**src/rtl/core_pkg.sv**
```systemverilog
// Shared decode constants and branch-resolve FSM state for the core back end.
package core_pkg;

  // Opcode values found in code[6:0]
  localparam logic [6:0] OP_BRANCH = 7'b1100011;
  localparam logic [6:0] OP_JAL    = 7'b1101111;
  localparam logic [6:0] OP_JALR   = 7'b1100111;

  // Conditional branch funct3 values
  localparam logic [2:0] F3_BEQ  = 3'b000;
  localparam logic [2:0] F3_BNE  = 3'b001;
  localparam logic [2:0] F3_BLT  = 3'b100;
  localparam logic [2:0] F3_BGE  = 3'b101;
  localparam logic [2:0] F3_BLTU = 3'b110;
  localparam logic [2:0] F3_BGEU = 3'b111;

  // Bit positions inside the 12-bit decoder code
  localparam int unsigned CODE_W      = 12;
  localparam int unsigned CODE_OP_LSB = 0;
  localparam int unsigned CODE_OP_MSB = 6;
  localparam int unsigned CODE_F3_LSB = 7;
  localparam int unsigned CODE_F3_MSB = 9;
  localparam int unsigned CODE_F7B5   = 10;
  localparam int unsigned CODE_RSVD   = 11;

  // Branch resolve FSM state
  typedef enum logic {
    ST_RUN    = 1'b0,
    ST_SQUASH = 1'b1
  } br_state_e;

endpackage

```
**src/rtl/branch_cmp.sv**
```systemverilog
// Conditional-branch comparator: decides taken from funct3 and two operands.
module branch_cmp
  import core_pkg::*;
#(
  parameter int unsigned XLEN = 32
) (
  input  logic [2:0]      funct3,
  input  logic [XLEN-1:0] rs1Val,
  input  logic [XLEN-1:0] rs2Val,
  output logic            taken
);

  // Select the comparison; reserved funct3 encodings are never taken
  always_comb begin
    taken = 1'b0;
    case (funct3)
      F3_BEQ:  taken = (rs1Val == rs2Val);
      F3_BNE:  taken = (rs1Val != rs2Val);
      F3_BLT:  taken = ($signed(rs1Val) <  $signed(rs2Val));
      F3_BGE:  taken = ($signed(rs1Val) >= $signed(rs2Val));
      F3_BLTU: taken = (rs1Val <  rs2Val);
      F3_BGEU: taken = (rs1Val >= rs2Val);
      default: taken = 1'b0;
    endcase
  end

endmodule

```
**src/rtl/branch_resolve.sv**
```systemverilog
// Resolves branches/JAL/JALR, redirects fetch, squashes wrong-path instructions
// and keeps saturating branch statistics.
module branch_resolve
  import core_pkg::*;
#(
  parameter int unsigned XLEN          = 32,
  parameter int unsigned SQUASH_CYCLES = 1,
  parameter int unsigned CNT_W         = 16
) (
  input  logic              clk,
  input  logic              reset,
  input  logic [XLEN-1:0]   pc,
  input  logic              isBranch,
  input  logic [CODE_W-1:0] code,
  input  logic [XLEN-1:0]   imm,
  input  logic [XLEN-1:0]   rs1Val,
  input  logic [XLEN-1:0]   rs2Val,
  output logic [XLEN-1:0]   pcBranch,
  output logic              originPc,
  output logic              squash,
  output logic              linkWrite,
  output logic [XLEN-1:0]   linkValue,
  output logic [CNT_W-1:0]  branchCount,
  output logic [CNT_W-1:0]  takenCount
);

  localparam int unsigned SQ_W = 3;

  br_state_e         state;
  logic [SQ_W-1:0]   sq_cnt;
  logic [6:0]        opcode;
  logic [2:0]        funct3;
  logic              cmp_taken;
  logic              taken_c;
  logic              link_c;
  logic [XLEN-1:0]   target_c;
  logic              unused_code_bits;

  assign opcode = code[CODE_OP_MSB:CODE_OP_LSB];
  assign funct3 = code[CODE_F3_MSB:CODE_F3_LSB];
  // funct7 bit 5 and the reserved bit play no part in branch resolution
  assign unused_code_bits = code[CODE_F7B5] ^ code[CODE_RSVD];

  branch_cmp #(.XLEN(XLEN)) u_cmp (
    .funct3 (funct3),
    .rs1Val (rs1Val),
    .rs2Val (rs2Val),
    .taken  (cmp_taken)
  );

  // Decode the instruction class into taken, link and target
  always_comb begin
    taken_c  = 1'b0;
    link_c   = 1'b0;
    target_c = pc + imm;
    case (opcode)
      OP_BRANCH: taken_c = cmp_taken;
      OP_JAL: begin
        taken_c = 1'b1;
        link_c  = 1'b1;
      end
      OP_JALR: begin
        taken_c  = 1'b1;
        link_c   = 1'b1;
        target_c = (rs1Val + imm) & ~XLEN'(1);
      end
      default: taken_c = 1'b0;
    endcase
  end

  // Wrong-path flag follows the FSM state directly
  assign squash = (state == ST_SQUASH);

  // FSM, redirect/link registers and saturating counters
  always_ff @(posedge clk) begin
    if (!reset) begin
      state       <= ST_RUN;
      sq_cnt      <= '0;
      pcBranch    <= '0;
      originPc    <= 1'b0;
      linkWrite   <= 1'b0;
      linkValue   <= '0;
      branchCount <= '0;
      takenCount  <= '0;
    end else begin
      originPc  <= 1'b0;
      linkWrite <= 1'b0;
      case (state)
        ST_RUN: begin
          if (isBranch) begin
            if (branchCount != '1) branchCount <= branchCount + CNT_W'(1);
            if (taken_c) begin
              pcBranch <= target_c;
              originPc <= 1'b1;
              if (takenCount != '1) takenCount <= takenCount + CNT_W'(1);
              sq_cnt   <= SQ_W'(SQUASH_CYCLES);
              state    <= ST_SQUASH;
              if (link_c) begin
                linkWrite <= 1'b1;
                linkValue <= pc + XLEN'(4);
              end
            end
          end
        end
        ST_SQUASH: begin
          if (sq_cnt <= SQ_W'(1)) begin
            sq_cnt <= '0;
            state  <= ST_RUN;
          end else begin
            sq_cnt <= sq_cnt - SQ_W'(1);
          end
        end
        default: state <= ST_RUN;
      endcase
    end
  end

endmodule

```
**config.mk**
```make
export PLATFORM = sky130hd
export DESIGN_NAME = branch_resolve
export DESIGN_NICKNAME = d
export VERILOG_FILES = /design/src/rtl/core_pkg.sv /design/src/rtl/branch_cmp.sv /design/src/rtl/branch_resolve.sv
export SDC_FILE = /design/constraint.sdc
export NUM_CORES = 1
export LEC_CHECK = 0
export ABC_AREA = 1
export BUFFER_PORTS_ARGS = -buffer_cell sky130_fd_sc_hd__buf_2
export CAP_MARGIN = 20
export CORE_ASPECT_RATIO = 1.5
export CORE_MARGIN = 2
export CORE_UTILIZATION = 55
export CTS_CLUSTER_DIAMETER = 100
export DETAILED_ROUTE_END_ITERATION = 10
export GPL_TIMING_DRIVEN = 0
export PLACE_DENSITY = 0.78
export SLEW_MARGIN = 5
export SYNTH_ARGS = -nofsm -noshare
export SYNTH_HDL_FRONTEND = slang
export SYNTH_SLANG_ARGS = --single-unit
```
**constraint.sdc**
```tcl
create_clock -name clk -period 2.74 [get_ports clk]
set_input_delay 0.137 -clock clk [delete_from_list [all_inputs] [get_ports clk]]
set_output_delay 0.137 -clock clk [all_outputs]
set_load 0.05 [all_outputs]
```
==> run metrics <==
1st-pass router iterations 5; Rel. slew slack 0.2113; post-CTS setup buffer count 0; Syn Inst Count 1493; crit path kind in -> reg; clock root cell clkbuf_16; worst-path cell chain buf_2 > ha_1 > nand2_1 > nor2_2 > nand2_2 > nor3b_2 > nand2_2 > nand2_1 > o21ai_1 > inv_1 > nand2_1 > nor2_1 > nand3_1 > nand2_2 > nand2_4 > nand2_4 > inv_2 > buf_6 > nand2_1 > a21oi_1; share of the synthesized area in the top cell type 0.2154; Critical Path AT roughly 2.6 ns; gpl congestion 0.9625; Starting Density 0.5631; P&R area growth vs syn 18.63%; maximum vdd drop 0.4921 mV; clock skew around 0.0033 ns; Worst EP required between 2 and 3 ns; #FFs+latches synth slightly above 100; WL final 31610 um; unrepaired setup endpoints after global routing false; Worst Setup End Kind register; die area 18320 um^2; simple-gate share of the synthesized area 0.2999; cell family with most CP delay simple AND/OR/NAND/NOR gates; Synth Flop Type dfxtp_1; Max Cap Viol 0; Synth Cell Area 9480 um^2; cell taking the most area after synthesis dfxtp_1; Slew Viols, Final 0; Hold Path Class in -> reg; I/O Buffers 239; worst hold stages 3; share of cells above drive strength 1 0.1659; FMAX 409.7 MHz; Fillers between 1500 and 2000; status complete, no violations; mux contribution to synthesized area 0; placed inst area 10940 um^2; Clock Latency Late Sink around 0.34 ns; vias 11010; Post-synth EDFFs 0; Clk pin slew, worst setup/hold paths about 0.07 ns; Bufs on Longest Clock Path 2; Levels on crit path 20; DP HPWL 26500 um; Initial DRC Count 1002; drt wl/cell 16.13 um; syn_nets 1735; Residual DRC 0; number of global-route vias before repair 10540; Ports 242; design area approximately 11000 um^2; CP Max Fanout 10; slowest cell on the critical path ha_1; Syn Area/Cell 6.350 um^2; CTS tree done; YS warnings 0; GRT Total Usage 0.3340; Largest stage delay, worst path approximately 0.37 ns; XOR/XNOR share of the synthesized area 0.05451; multi-input logic area 6513 um^2; Tmin final 2.441 ns; Core Region 16840 um^2; worst reg2reg path depth 12; most used cell, CP nand2_1; PwrDens roughly 370 nW/um^2; total global routing overflow 0; most common cell after layout, fill and taps aside nand2_1; antenna violations before repair 2; Pwr Total 4.147 mW; leakage power between 5 and 6 nW; Final Net Count 1985; Seq/Total Area, Yosys 0.2154; placement row count 58; synth top area cells dfxtp_1 22%, nand2_1 13%, ha_1 13%; Post-synth ARST share 0; largest net degree at the start of global routing 16; Synth Area in Adders 0.1322; remaining antenna violation count 0; H-tree levels 3; compound-cell area share of the yosys netlist 0.2003; Slew @ Worst Pin 1.173 ns; Yosys cell types 48; final setup vio count 0; clk sinks just over 100; Die X ~110 um; Worst Setup Start Kind primary input; DIE HEIGHT 164.8 um; total CTS buffers 9; hold buffer count at cts 0; sum of buffers and inverters on the critical path 4; period utilisation layout 0.8908; global-route wire length before repair 49460 um; Via density 5.617; Final Hold Fails 0; main combinational cell family by area after synthesis simple AND/OR/NAND/NOR gates; Storage cell area about 2000 um^2; commonest cells after routing, fill and taps aside 329 x nand2_1, 240 x buf_2, 190 x inv_1; Post-CTS Resized 0
-- report_power, final --
group | internal [mW] | switching [mW] | leakage, nW | total, mW
combinational | 0.470 | 0.856 | 4.81 | 1.33
clock | 0.758 | 0.563 | 0.146 | 1.32
sequential | 1.49 | 0.00698 | 0.822 | 1.50
-- worst register-to-register path, stage by stage, from the launching register on --
cell	delay (ns)
dfxtp_1	0.37
ha_1	0.22
nand4_1	0.26
nor2_2	0.23
inv_1	0.07
nor2_1	0.12
inv_1	0.08
nor4_4	0.27
inv_2	0.18
nand3_2	0.14
buf_4	0.19
nand2_1	0.07
a21oi_1	0.15
-- kinds of logic (layout without fill, tap and decap cells) --
group / count (synthesis) / after routing
AND/OR/NAND/NOR: 662 / 662
AO/OA/AOI/OAI: 345 / 345
buffers and inverters: 226 / 481
flip-flops: 102 / 102
adder cells (fa/ha/maj): 99 / 99
XOR/XNOR: 59 / 59
other: 0 / 2
-- per-layer routing --
metal | track usage | vias up | share of wire
met5 | 0 | - | 0
met4 | 0.1684 | 0 | 0.048
met3 | 0.02716 | 95 | 0.051
met2 | 0.6438 | 412 | 0.52
met1 | 0.3643 | 4998 | 0.38
li1 | - | 5505 | -
-- flip-flops by register name, summed over array words and instances, names as in the netlist --
name	cells
squash	1
linkValue	32
takenCount	16
sq_cnt	3
linkWrite	1
pcBranch	32
originPc	1
branchCount	16
-- path summary, 6_finish.rpt --
kind | from | endpoint | slack, ns
max | rs1Val[31] | pcBranch[20] | 0.30
min | pc[0] | linkValue[0] | 0.06
min reg2reg | pcBranch[4] | pcBranch[4] | 0.47
max reg2reg | takenCount[1] | takenCount[10] | 0.31
-- stage by stage --
stage	utilization	setup slack, ns	cells	setup TNS, ns	hold WS [ns]
floorplan	-	0.3742	1493	0	0.2270
global placement	0.6497	-0.1330	1942	-0.5532	0.4008
detailed placement	0.6497	-0.1253	1942	-1.434	0.4138
CTS	0.6677	0.2244	1958	0	0.05345
global route	0.6680	0.09774	1960	0	0.06183
finish	0.6680	0.2992	1960	0	0.06053
-- Yosys cell counts, drive strengths merged, types with 7 or more instances --
library cell / count
nand3: 67
nor2: 174
buf: 12
nand4: 28
ha: 97
dfxtp: 102
o211ai: 7
o21bai: 16
xor2: 44
inv: 193
xnor2: 15
o21ai: 126
nor4: 17
a21oi: 144
a31oi: 21
clkbuf: 20
nand2: 334
nor3: 32
a21o: 16
-- area by class of cell --
| class | instances | share of cell area |
|---|---|---|
| flip-flops and latches | 102 | 0.1816 |
| clock buffers | 13 | 0.02314 |
| well taps | 210 | 0.02336 |
| plain buffers | 32 | 0.01758 |
| clock inverters | 3 | 0.003782 |
| diodes | 2 | 0.0004450 |
| repair buffers | 239 | 0.1064 |
| inverters | 194 | 0.06475 |
| multi-input cells | 1165 | 0.5790 |
(Power assumes the default switching activity.)
